--- src/rtl/irq_ctrl_pkg.sv ---
// Shared types for the Lexington machine-level interrupt controller: CSR layout,
// trap codes, FSM states and the default implemented/edge bit masks.
package irq_ctrl_pkg;

  localparam int TRAP_CODE_WIDTH = 5;

  typedef logic [TRAP_CODE_WIDTH-1:0] trap_code_t;

  localparam trap_code_t TRAP_CODE_MSI      = 5'd3;
  localparam trap_code_t TRAP_CODE_MTI      = 5'd7;
  localparam trap_code_t TRAP_CODE_MEI      = 5'd11;
  localparam trap_code_t TRAP_CODE_UART0_RX = 5'd16;
  localparam trap_code_t TRAP_CODE_UART0_TX = 5'd17;
  localparam trap_code_t TRAP_CODE_TIM0     = 5'd18;
  localparam trap_code_t TRAP_CODE_TIM1     = 5'd19;
  localparam trap_code_t TRAP_CODE_GPIOA0   = 5'd20;
  localparam trap_code_t TRAP_CODE_GPIOB0   = 5'd22;
  localparam trap_code_t TRAP_CODE_GPIOC0   = 5'd24;

  localparam logic [31:0] IRQ_IMPL_MASK = 32'h03FF_0888;
  localparam logic [31:0] IRQ_EDGE_MASK = 32'h03FF_0000;

  typedef enum logic [1:0] {
    IRQ_IDLE,
    IRQ_REQ,
    IRQ_HOLD
  } irq_state_t;

  // mip/mie layout; the platform block occupies the custom range 31:16
  typedef struct packed {
    logic [5:0] rsvd_hi;
    logic [1:0] gpioc;
    logic [1:0] gpiob;
    logic [1:0] gpioa;
    logic       tim1;
    logic       tim0;
    logic       uart0_tx;
    logic       uart0_rx;
    logic [3:0] rsvd3;
    logic       mei;
    logic [2:0] rsvd2;
    logic       mti;
    logic [2:0] rsvd1;
    logic       msi;
    logic [2:0] rsvd0;
  } interrupt_csr_t;

  function automatic logic [31:0] code_onehot(input trap_code_t code);
    return 32'd1 << code;
  endfunction

endpackage

--- src/rtl/irq_ctrl_prio_enc.sv ---
// Fixed-priority encoder: MEI > MSI > MTI > platform lines, lowest platform code first.
// Purely combinational; valid_o is high whenever any eligible bit is set.
module irq_ctrl_prio_enc
  import irq_ctrl_pkg::*;
(
  input  logic [31:0] eligible_i,
  output logic        valid_o,
  output trap_code_t  code_o
);

  always_comb begin
    valid_o = |eligible_i;
    code_o  = '0;
    // Later assignments override earlier ones, so scan from lowest priority upward
    for (int i = 31; i >= 16; i--) begin
      if (eligible_i[i]) code_o = TRAP_CODE_WIDTH'(i);
    end
    if (eligible_i[TRAP_CODE_MTI]) code_o = TRAP_CODE_MTI;
    if (eligible_i[TRAP_CODE_MSI]) code_o = TRAP_CODE_MSI;
    if (eligible_i[TRAP_CODE_MEI]) code_o = TRAP_CODE_MEI;
  end

endmodule

--- src/rtl/irq_ctrl.sv ---
// Machine interrupt controller: pending capture, masking, priority and trap req/ack.
// IRQ_SYNC_EN adds a 2-flop synchronizer on platform lines 31:16 (two extra cycles).
module irq_ctrl
  import irq_ctrl_pkg::*;
#(
  parameter logic [31:0] IMPL_MASK = IRQ_IMPL_MASK,
  parameter logic [31:0] EDGE_MASK = IRQ_EDGE_MASK
) (
  input  logic        clk,
  input  logic        rst_n,
  input  logic [31:0] irq_i,
  input  logic [31:0] mie_i,
  input  logic        gie_i,
  output logic [31:0] mip_o,
  input  logic        clr_we_i,
  input  logic [31:0] clr_mask_i,
  output logic        trap_req_o,
  output logic [4:0]  trap_code_o,
  input  logic        trap_ack_i
);

  localparam logic [31:0] LEVEL_MASK = IMPL_MASK & ~EDGE_MASK;

  logic [31:0]    irq_s;
  logic [31:0]    irq_prev_q;
  interrupt_csr_t pend_q;
  logic [31:0]    pend_d;
  logic [31:0]    rise;
  logic [31:0]    clr_vec;
  logic [31:0]    eligible;
  logic           win_vld;
  trap_code_t     win_code;

  irq_state_t state_q, state_d;
  logic       req_q, req_d;
  trap_code_t code_q, code_d;

`ifdef IRQ_SYNC_EN
  logic [15:0] sync1_q, sync2_q;

  always_ff @(posedge clk or negedge rst_n) begin
    if (!rst_n) begin
      sync1_q <= '0;
      sync2_q <= '0;
    end else begin
      sync1_q <= irq_i[31:16];
      sync2_q <= sync1_q;
    end
  end

  assign irq_s = {sync2_q, irq_i[15:0]};
`else
  assign irq_s = irq_i;
`endif

  assign rise     = irq_s & ~irq_prev_q & EDGE_MASK;
  assign eligible = pend_q & mie_i & IMPL_MASK;

  // Only an acknowledged request consumes its pending bit; a withdrawal leaves it set
  always_comb begin
    clr_vec = clr_we_i ? clr_mask_i : '0;
    if (state_q == IRQ_REQ && trap_ack_i) clr_vec = clr_vec | code_onehot(code_q);
    pend_d = (irq_s & LEVEL_MASK)
           | ((rise | (pend_q & ~clr_vec)) & EDGE_MASK);
    pend_d = pend_d & IMPL_MASK;
  end

  irq_ctrl_prio_enc u_prio_enc (
    .eligible_i (eligible),
    .valid_o    (win_vld),
    .code_o     (win_code)
  );

  always_comb begin
    state_d = state_q;
    req_d   = req_q;
    code_d  = code_q;
    unique case (state_q)
      IRQ_IDLE: begin
        if (gie_i && win_vld) begin
          state_d = IRQ_REQ;
          req_d   = 1'b1;
          code_d  = win_code;
        end
      end
      IRQ_REQ: begin
        if (trap_ack_i) begin
          state_d = IRQ_HOLD;
          req_d   = 1'b0;
        end else if (!gie_i || !eligible[code_q]) begin
          state_d = IRQ_IDLE;
          req_d   = 1'b0;
        end
      end
      IRQ_HOLD: begin
        state_d = IRQ_IDLE;
      end
      default: begin
        state_d = IRQ_IDLE;
        req_d   = 1'b0;
      end
    endcase
  end

  always_ff @(posedge clk or negedge rst_n) begin
    if (!rst_n) begin
      irq_prev_q <= '0;
      pend_q     <= '0;
      state_q    <= IRQ_IDLE;
      req_q      <= 1'b0;
      code_q     <= '0;
    end else begin
      irq_prev_q <= irq_s;
      pend_q     <= pend_d;
      state_q    <= state_d;
      req_q      <= req_d;
      code_q     <= code_d;
    end
  end

  assign mip_o       = pend_q;
  assign trap_req_o  = req_q;
  assign trap_code_o = code_q;

endmodule
--- config.mk ---
export PLATFORM = sky130hd
export DESIGN_NAME = irq_ctrl
export DESIGN_NICKNAME = d
export VERILOG_FILES = /design/src/rtl/irq_ctrl_pkg.sv /design/src/rtl/irq_ctrl_prio_enc.sv /design/src/rtl/irq_ctrl.sv
export SDC_FILE = /design/constraint.sdc
export NUM_CORES = 1
export LEC_CHECK = 0
export ABC_CLOCK_PERIOD_IN_PS = 1800
export CORE_MARGIN = 3
export CORE_UTILIZATION = 31
export CTS_BUF_LIST = sky130_fd_sc_hd__clkbuf_4
export CTS_CLUSTER_DIAMETER = 120
export DETAILED_ROUTE_END_ITERATION = 10
export GPL_TIMING_DRIVEN = 0
export PLACE_DENSITY = 0.78
export SYNTH_ARGS = -nofsm -noshare
export SYNTH_HDL_FRONTEND = slang
export SYNTH_HIERARCHICAL = 1
export SYNTH_SLANG_ARGS = --single-unit
--- constraint.sdc ---
create_clock -name clk -period 1.8 [get_ports clk]
set_clock_uncertainty 0.2 [all_clocks]
set_input_delay 0.36 -clock clk [delete_from_list [all_inputs] [get_ports clk]]
set_output_delay 0.36 -clock clk [all_outputs]
set_load 0.01 [all_outputs]
==> summary.md, run 1 <==
| Metric | Value |
|---|---|
| Via density per instance | 4.416 |
| Required time worst endpoint | 1820 ps |
| Main combinational cell family by area after synthesis | simple AND/OR/NAND/NOR gates |
| Xor-xnor portion of the synthesized cell area | 0% |
| GR met3 Demand/Resource | approximately 4.4% |
| Routing usage on met2 | 26.28% |
| Kind of launch point of the worst setup path | flop |
| Core Footprint | roughly 5600 sq um |
| Hold WC Path Type | flop to flop |
| Worst-case hold slack | 225.8 ps |
| Clock Pin Slew Worst Setup and Hold Paths | 100 ps |
| Net Switching | 0.0007351 W |
| Highest ir drop seen on vdd | 0.4886 mV |
| Footprint of the multi-input gates | between 1000 and 1500 sq um |
| Switching Share | roughly 34% |
| Part of the total power dissipated in the clock network | roughly 18% |
| Internal Power | 0.001440 W |
| Synthesized-area fraction occupied by and/or/nand/nor cells | 27.04% |
| Total congestion overflow | 0 |
| Routability congestion estimate | roughly 0.92 |
| Count of cell types in the netlist | 47 |
| Ratio of total power to cell area | around 720 nW/um^2 |
| Antenna viol nets, final | 0 |
| Clock Tree Buf Depth | 2 |
| Max-capacitance violation count | 0 |
| Cells after Synth | 194 |
| Maximum number of pins on one net before global-route repair | 32 |
| CP Class | flop to flop |
| Final HPWL from detailed placement | 3633 um |
| Count of boundary I/O pins | 139 |
| Die Wd | 82.69 um |
| Height of the chip | 82.69 um |
| Ant. Diodes | 0 |
| Final core utilization | between 50% and 60% |
| Slowest library cell on the worst path | sky130_fd_sc_hd__dfrtp_1 |
| Fraction of final layout cells sized beyond drive strength 1 | 30.38% |
| Vias in the first global route | 1719 |
| Arrival @ worst endpoint | 2060 ps |
| Post-synth EDFFs | 0 |
| Clock buffer count from CTS | 5 |
| Netlist area before placement | 1823 sq um |
| Insertion delay to the later sink of the worst-skew pair | 340 ps |
| Nets@finish | 440 |
| Crit path top cell by count | sky130_fd_sc_hd__nand2_1 |
| CP Capture Type | flop |
| Post-layout minimum cycle time | 2034 ps |
| Post-synthesis mux area share | under 10% |
| Worst Path Max Fanout | 7 |
| Final Hold Vio Count | 0 |
| Area added between synthesis and finish | 66.16% |
| Share of power burned in registers | 38.9% |
| Met1 GRT Util | between 10% and 20% |
| Cell Chain, Critical Path | and2_4 -> nor4_4 -> nand2_1 -> nor2_2 -> nand2_1 -> nand2_2 -> nor3_4 -> mux2_4 |
| Fraction of the mapped netlist area in compound gates | 12.35% |
| Fmax | 0.4917 GHz |
| Seq cells post-synth | 31 |
| Syn_area_per_cell | 9.397 sq um |
| Detailed-routing iteration count for the pre-antenna-repair pass | 4 |
| Num Clock Sinks | 31 |
| Final cycle utilization of the critical path | 113.0% |
| Row cnt | 27 |
| Wire length of the first global-routing pass | between 8000 and 9000 um |
| Post-synthesis async set-or-reset flop share | 100.0% |
| Leakage power of the design | about 1.5 nW |
| Leading cell types in the layout, fill and taps excluded | sky130_fd_sc_hd__buf_4 (52), sky130_fd_sc_hd__conb_1 (51), sky130_fd_sc_hd__dlygate4sd2_1 (29) |
| Setup ws final | -234.0 ps |
| Violation count after the first detailed-routing iteration | 72 |
| Number of input and output port buffers inserted | between 50 and 60 |
| Status | complete, but fails checks |
| Most heavily used metal layer in global routing | met2 |
| Post-Place Cells | 374 |
| Setup repair after global routing missed its margin | true |
| Total of warnings raised by yosys | 6 |
| Most common library cell in the layout ignoring fill and taps | sky130_fd_sc_hd__buf_4 |
| Slew Limit Fails | 0 |
| Drc violations | 0 |
| Storage element area | slightly below 800 sq um |
| Number of vias in the routed layout | 1815 |
| Adder-cell share of the synthesized area | 0% |
| Clock tree from TritonCTS | yes |
| Initial standard-cell utilization of the core | roughly 33% |
| Relative slew slack | 51.60% |
| Total track usage | between 15 and 20% |
| Depth of the CTS H-tree | 2 |
| Max incr delay on CP | just under 400 ps |
| Setup violations, final | 7 |
| Filler-free cell count of the finished design | 411 |
| Routed length per placed instance | 12.45 um |
| Area of the die | 6837 sq um |
| Part of the total power dissipated in combinational logic | 43.3% |
| Violated checks | negative setup slack |
| Worst Setup Slack post-DPL | -732.2 ps |
| Sequential cell area fraction in the yosys report | roughly 43% |
| Number of antenna violations at the first check in global routing | 0 |
| Total length of routed wires | 5116 um |
| Tightest Pin Transition | 726.0 ps |
| Primary FF master, synth | sky130_fd_sc_hd__dfrtp_1 |
| Root Buffer Master | sky130_fd_sc_hd__clkbuf_4 |
| Number of fill cells in the layout | 551 |
what timing repair did:
item                                    CTS  global route
hold buffers                              0             1
pin swaps                                15            13
resized for setup                        58             7
endpoints found under the hold margin     0            31
endpoints found under the setup margin   58            11
buffers inserted                         24             6
sequential cells by signal, indices dropped and copies added (netlist names):
name and count:
trap_req_o 1, state_q 2, irq_prev_q 13, mip_o 10, trap_code_o 5
critical path, delay by kind of cell (launching register included):
kind / cells / cell delay, ps
simple gates: 7 / 1030
flops: 1 / 390
mux: 1 / 300
per-layer routing:
metal	vias to the layer above	share of wire, %
li1	900	-
met1	846	40
met2	62	51
met3	7	7.3
met4	0	1.7
met5	-	0
cell type report:
cell class | count | area share (%)
buffer | 25 | 6.196
timing repair buffer | 88 | 25.07
multi-input combinational | 175 | 36.89
clock inverter | 2 | 0.2891
inverter | 13 | 1.611
sequential | 31 | 25.73
clock buffer | 5 | 1.239
tap | 72 | 2.974
cell families (layout without fill, tap and decap cells):
group                  Yosys count  after routing
and+or+nand+nor                 88             88
muxes                            7              7
other                            1             51
AOI/OAI and AO/OA               29             29
buffers and inverters           38            133
DFF                             31             31
cell usage after synthesis, types with 2 or more instances:
cell                        n  area, sq um
sky130_fd_sc_hd__o21ai_0    5        25.02
sky130_fd_sc_hd__and2_1     9        56.30
sky130_fd_sc_hd__a21o_1     2        15.01
sky130_fd_sc_hd__a32o_1     6        60.06
sky130_fd_sc_hd__a21oi_1    4        20.02
sky130_fd_sc_hd__buf_4     23        172.7
sky130_fd_sc_hd__and2_4     3        26.28
sky130_fd_sc_hd__dfrtp_1   31        775.7
sky130_fd_sc_hd__nand3_1    8        40.04
sky130_fd_sc_hd__nor2b_1    3        18.77
sky130_fd_sc_hd__a31oi_1    2        12.51
sky130_fd_sc_hd__nand3b_1   3        22.52
sky130_fd_sc_hd__inv_1     13        48.80
sky130_fd_sc_hd__nor2_1    11        41.29
sky130_fd_sc_hd__nand2_1   24        90.09
sky130_fd_sc_hd__nor4_1     7        43.79
sky130_fd_sc_hd__nor3_1     5        25.02
sky130_fd_sc_hd__mux2_2     5        56.30
sky130_fd_sc_hd__nor3b_1    2        15.01
worst paths after layout:
kind | from | slack (ps) | cells after the start | to
hold / removal | irq_prev_q[18]$_DFF_PN0_ | 230 | 1 | mip_o[18]$_DFF_PN0_
hold reg to reg | irq_prev_q[18]$_DFF_PN0_ | 230 | 1 | mip_o[18]$_DFF_PN0_
setup reg to reg | mip_o[16]$_DFF_PN0_ | -230 | 8 | trap_code_o[4]$_DFFE_PN0P_
max in group asynchronous | rst_n | 480 | 2 | trap_code_o[4]$_DFFE_PN0P_
min in group asynchronous | rst_n | 400 | 2 | irq_prev_q[20]$_DFF_PN0_
setup / recovery | mip_o[16]$_DFF_PN0_ | -230 | 8 | trap_code_o[4]$_DFFE_PN0P_
power groups by stage:
stage / Clock (W) / Sequential (W) / Combinational (W)
3_5_place_dp: 0 / 0.000901 / 0.000795
6_report: 0.000386 / 0.000847 / 0.000943
5_1_grt: 0.000443 / 0.000858 / 0.00103
3_3_place_gp: 0 / 0.000894 / 0.000782
2_1_floorplan: 0 / 0.000913 / 0.000433
4_1_cts: 0.000398 / 0.000863 / 0.000892
through the flow:
stage	total power, W	setup TNS, ps	instance area [sq um]
2_1_floorplan	0.001346	-244.5	2062
3_3_place_gp	0.001676	-19070	2733
3_5_place_dp	0.001697	-21420	2733
4_1_cts	0.002153	-1509	2983
5_1_grt	0.002331	-2109	3029
6_report	0.002175	-1309	3029
Power figures use the tool's default switching activity.
==> run 2, diff against run 1 <==
- ABC_CLOCK_PERIOD_IN_PS: 1800 -> 2500
- CORE_UTILIZATION: 31 -> 35
- PLACE_DENSITY: 0.78 -> 0.83
- clock period: 1.8 -> 2.5 ns (I/O delays scaled with it)
==> summary.md, run 2 (synthesis gave the netlist of run 1 again) <==
| Metric | Value |
|---|---|
| Status | complete, but fails checks |
| Violated checks | negative hold slack |
| Kind of launch point of the worst setup path | input pin |
| Slowest library cell on the worst path | sky130_fd_sc_hd__clkdlybuf4s50_1 |
| Final cycle utilization of the critical path | between 90% and 100% |
| Violation count after the first detailed-routing iteration | 66 (-8.3%) |
| Count of boundary I/O pins | 139 (unchanged) |
| Detailed-routing iteration count for the pre-antenna-repair pass | 4 (unchanged) |
| Setup repair after global routing missed its margin | false |
| Antenna viol nets, final | 0 (unchanged) |
| Core Footprint | 4880 sq um (-13%) |
| Area of the die | 6111 sq um (-11%) |
| Slew Limit Fails | 0 (unchanged) |
| Footprint of the multi-input gates | 1022 sq um (-8.5%) |
| CP Class | input pin to flop |
| Maximum number of pins on one net before global-route repair | 32 (unchanged) |
| Final Hold Vio Count | 7 (+7) |
| Depth of the CTS H-tree | 2 (unchanged) |
| Worst Path Max Fanout | 7 (unchanged) |
| Hold WC Path Type | input pin to asynchronous set/reset pin |
| Cts-stage hold buffer count | 0 (unchanged) |
| Total track usage | 15.10% (-0.64 points) |
| Clock tree from TritonCTS | yes |
| Number of fill cells in the layout | 458 (-17%) |
| Ant. Diodes | 0 (unchanged) |
| Wire length of the first global-routing pass | 7300 um (-9.3%) |
| Number of flip-flops under the largest register name | 13 (unchanged) |
| Num Clock Sinks | 31 (unchanged) |
| Clock buffer count from CTS | 5 (unchanged) |
| Nets@finish | 410 (-6.8%) |
| Routed length per placed instance | 11.92 um (-4.2%) |
| Required time worst endpoint | 2510 ps (+690 ps) |
| Via density per instance | 4.387 (-0.65%) |
| Cell Chain, Critical Path | clkdlybuf4s50_1 -> and2_1 -> nor3_4 -> nand4_1 -> nor4_1 -> nand2_1 -> nand2_1 -> nor3_4 -> mux2_2 |
| Fmax | 0.4073 GHz |
| Vias in the first global route | 1582 (-8.0%) |
| Root Buffer Master | sky130_fd_sc_hd__clkbuf_4 |
| Insertion delay to the later sink of the worst-skew pair | 330 ps (about the same) |
| Net Switching | 0.0004808 W (-35%) |
| Initial standard-cell utilization of the core | 37.36% (+4.9 points) |
| Fraction of final layout cells sized beyond drive strength 1 | 17.10% (-13 points) |
| Leakage power of the design | 1.249 nW (-16%) |
| Routability congestion estimate | 0.8743 (-4.6%) |
| Switching Share | 32.40% (-1.4 points) |
| Tightest Pin Transition | 674.8 ps (-51.15 ps) |
| Storage element area | 775.7 sq um (-0.48%) |
| Final HPWL from detailed placement | 3655 um (+0.60%) |
| Number of vias in the routed layout | 1654 (-8.9%) |
| Final core utilization | 56.38% (+2.4 points) |
| Share of power burned in registers | 42.8% (+3.9 points) |
| Worst R2R Setup Slack | 220 ps (+450 ps) |
| Row cnt | 25 (-7.4%) |
| Most common library cell in the layout ignoring fill and taps | sky130_fd_sc_hd__clkdlybuf4s50_1 |
| Worst-case hold slack | -8.527 ps (-234.3 ps) |
| Setup tns final | 0 ps (+1309 ps) |
| Area added between synthesis and finish | 50.93% |
| Die Wd | 78.17 um (-5.5%) |
| Max incr delay on CP | 420 ps (+30 ps) |
| CP Capture Type | flop |
| Arrival @ worst endpoint | 2460 ps (+400 ps) |
| Internal Power | 0.001003 W (-30%) |
| Max-capacitance violation count | 0 (unchanged) |
| Height of the chip | 78.17 um (-5.5%) |
| Number of antenna violations at the first check in global routing | 0 (unchanged) |
| Part of the total power dissipated in combinational logic | 37.6% (-5.7 points) |
| Part of the total power dissipated in the clock network | 19.5% (+1.8 points) |
| Drc violations | 0 (unchanged) |
| Ratio of total power to cell area | 539.3 nW/um^2 (-25%) |
| Setup violations, final | 0 (-7) |
| Highest ir drop seen on vdd | 0.3410 mV (-30%) |
| Leading cell types in the layout, fill and taps excluded | sky130_fd_sc_hd__clkdlybuf4s50_1 (57), sky130_fd_sc_hd__conb_1 (51), sky130_fd_sc_hd__dfrtp_1 (31) |
| Relative slew slack | 55.01% (+3.4 points) |
| Post-layout minimum cycle time | 2455 ps |
| Number of input and output port buffers inserted | 58 (unchanged) |
| Register bank with the most flops | irq_prev_q |
| Clock Tree Buf Depth | 2 (unchanged) |
| Total length of routed wires | 4495 um (-12%) |
| Total congestion overflow | 0 (unchanged) |
| Clock Pin Slew Worst Setup and Hold Paths | 100 ps (about the same) |
-- run 2: cell types whose count changed in the layout (fill, tap and decap cells not counted), sizes merged --
cell,previous run,this run
clkdlybuf4s50,25,57
buf,55,26
dlygate4sd2,29,0
clkbuf,7,6
clkinv,2,1
clkinvlp,0,1
dlygate4sd3,1,0
dlymetal6s2s,1,0
-- run 2: final cells by class --
| cell class | instances | area share (%) |
|---|---|---|
| well taps | 67 | 3.047 |
| flip-flops and latches | 31 | 28.19 |
| plain buffers | 25 | 6.821 |
| inverters | 13 | 1.774 |
| multi-input cells | 175 | 37.15 |
| clock inverters | 2 | 0.4548 |
| clock buffers | 6 | 1.637 |
| repair buffers | 58 | 20.92 |
-- run 2: path summary, 6_finish.rpt --
path | from | endpoint | cells after the start
min in group clk | irq_prev_q[18]$_DFF_PN0_ | mip_o[18]$_DFF_PN0_ | 1
worst min-delay path | rst_n | mip_o[20]$_DFF_PN0_ | 1
worst max-delay path | mie_i[3] | trap_code_o[2]$_DFFE_PN0P_ | 9
worst max register to register | irq_prev_q[3]$_DFF_PN0_ | trap_code_o[2]$_DFFE_PN0P_ | 8
worst min register to register | irq_prev_q[18]$_DFF_PN0_ | mip_o[18]$_DFF_PN0_ | 1
max in group asynchronous | rst_n | irq_prev_q[7]$_DFF_PN0_ | 1
-- run 2: per-stage QoR --
stage | cell area [sq um] | worst slack (ps) | instances | power [W]
2_1_floorplan | 2011 | 468.7 | 244 | 0.0009496
3_3_place_gp | 2675 | -267.0 | 369 | 0.001183
3_5_place_dp | 2675 | -459.1 | 369 | 0.001196
4_1_cts | 2738 | 107.0 | 377 | 0.001488
5_1_grt | 2751 | 39.82 | 377 | 0.001587
6_report | 2751 | 44.97 | 377 | 0.001484
-- run 2: critical path: cells and delay by family --
kind	cells	cell delay, ps
and+or+nand+nor	7	1270
buffers and inverters	1	420
muxes	1	280
-- run 2: power by group through the flow --
stage                     registers [W]  clock network (W)  logic (W)
final                          0.000635           0.000290   0.000559
after global placement         0.000641                  0   0.000542
after detailed placement       0.000644                  0   0.000551
after floorplan                0.000655                  0   0.000294
after global routing           0.000650           0.000324   0.000612
after CTS                      0.000634           0.000299   0.000554
-- run 2: repair_timing --
action / 4_1_cts / 5_1_grt
buffers inserted: 0 / 0
endpoints found under the setup margin: 5 / 5
gates resized for setup: 1 / 3
-- run 2: layer usage --
layer	vias to the layer above	track usage [%]	part of all wire (%)
li1	838	-	-
met1	752	19.03	42
met2	60	25.17	50
met3	4	4.817	8.1
met4	0	3.671	0.51
met5	-	0	0
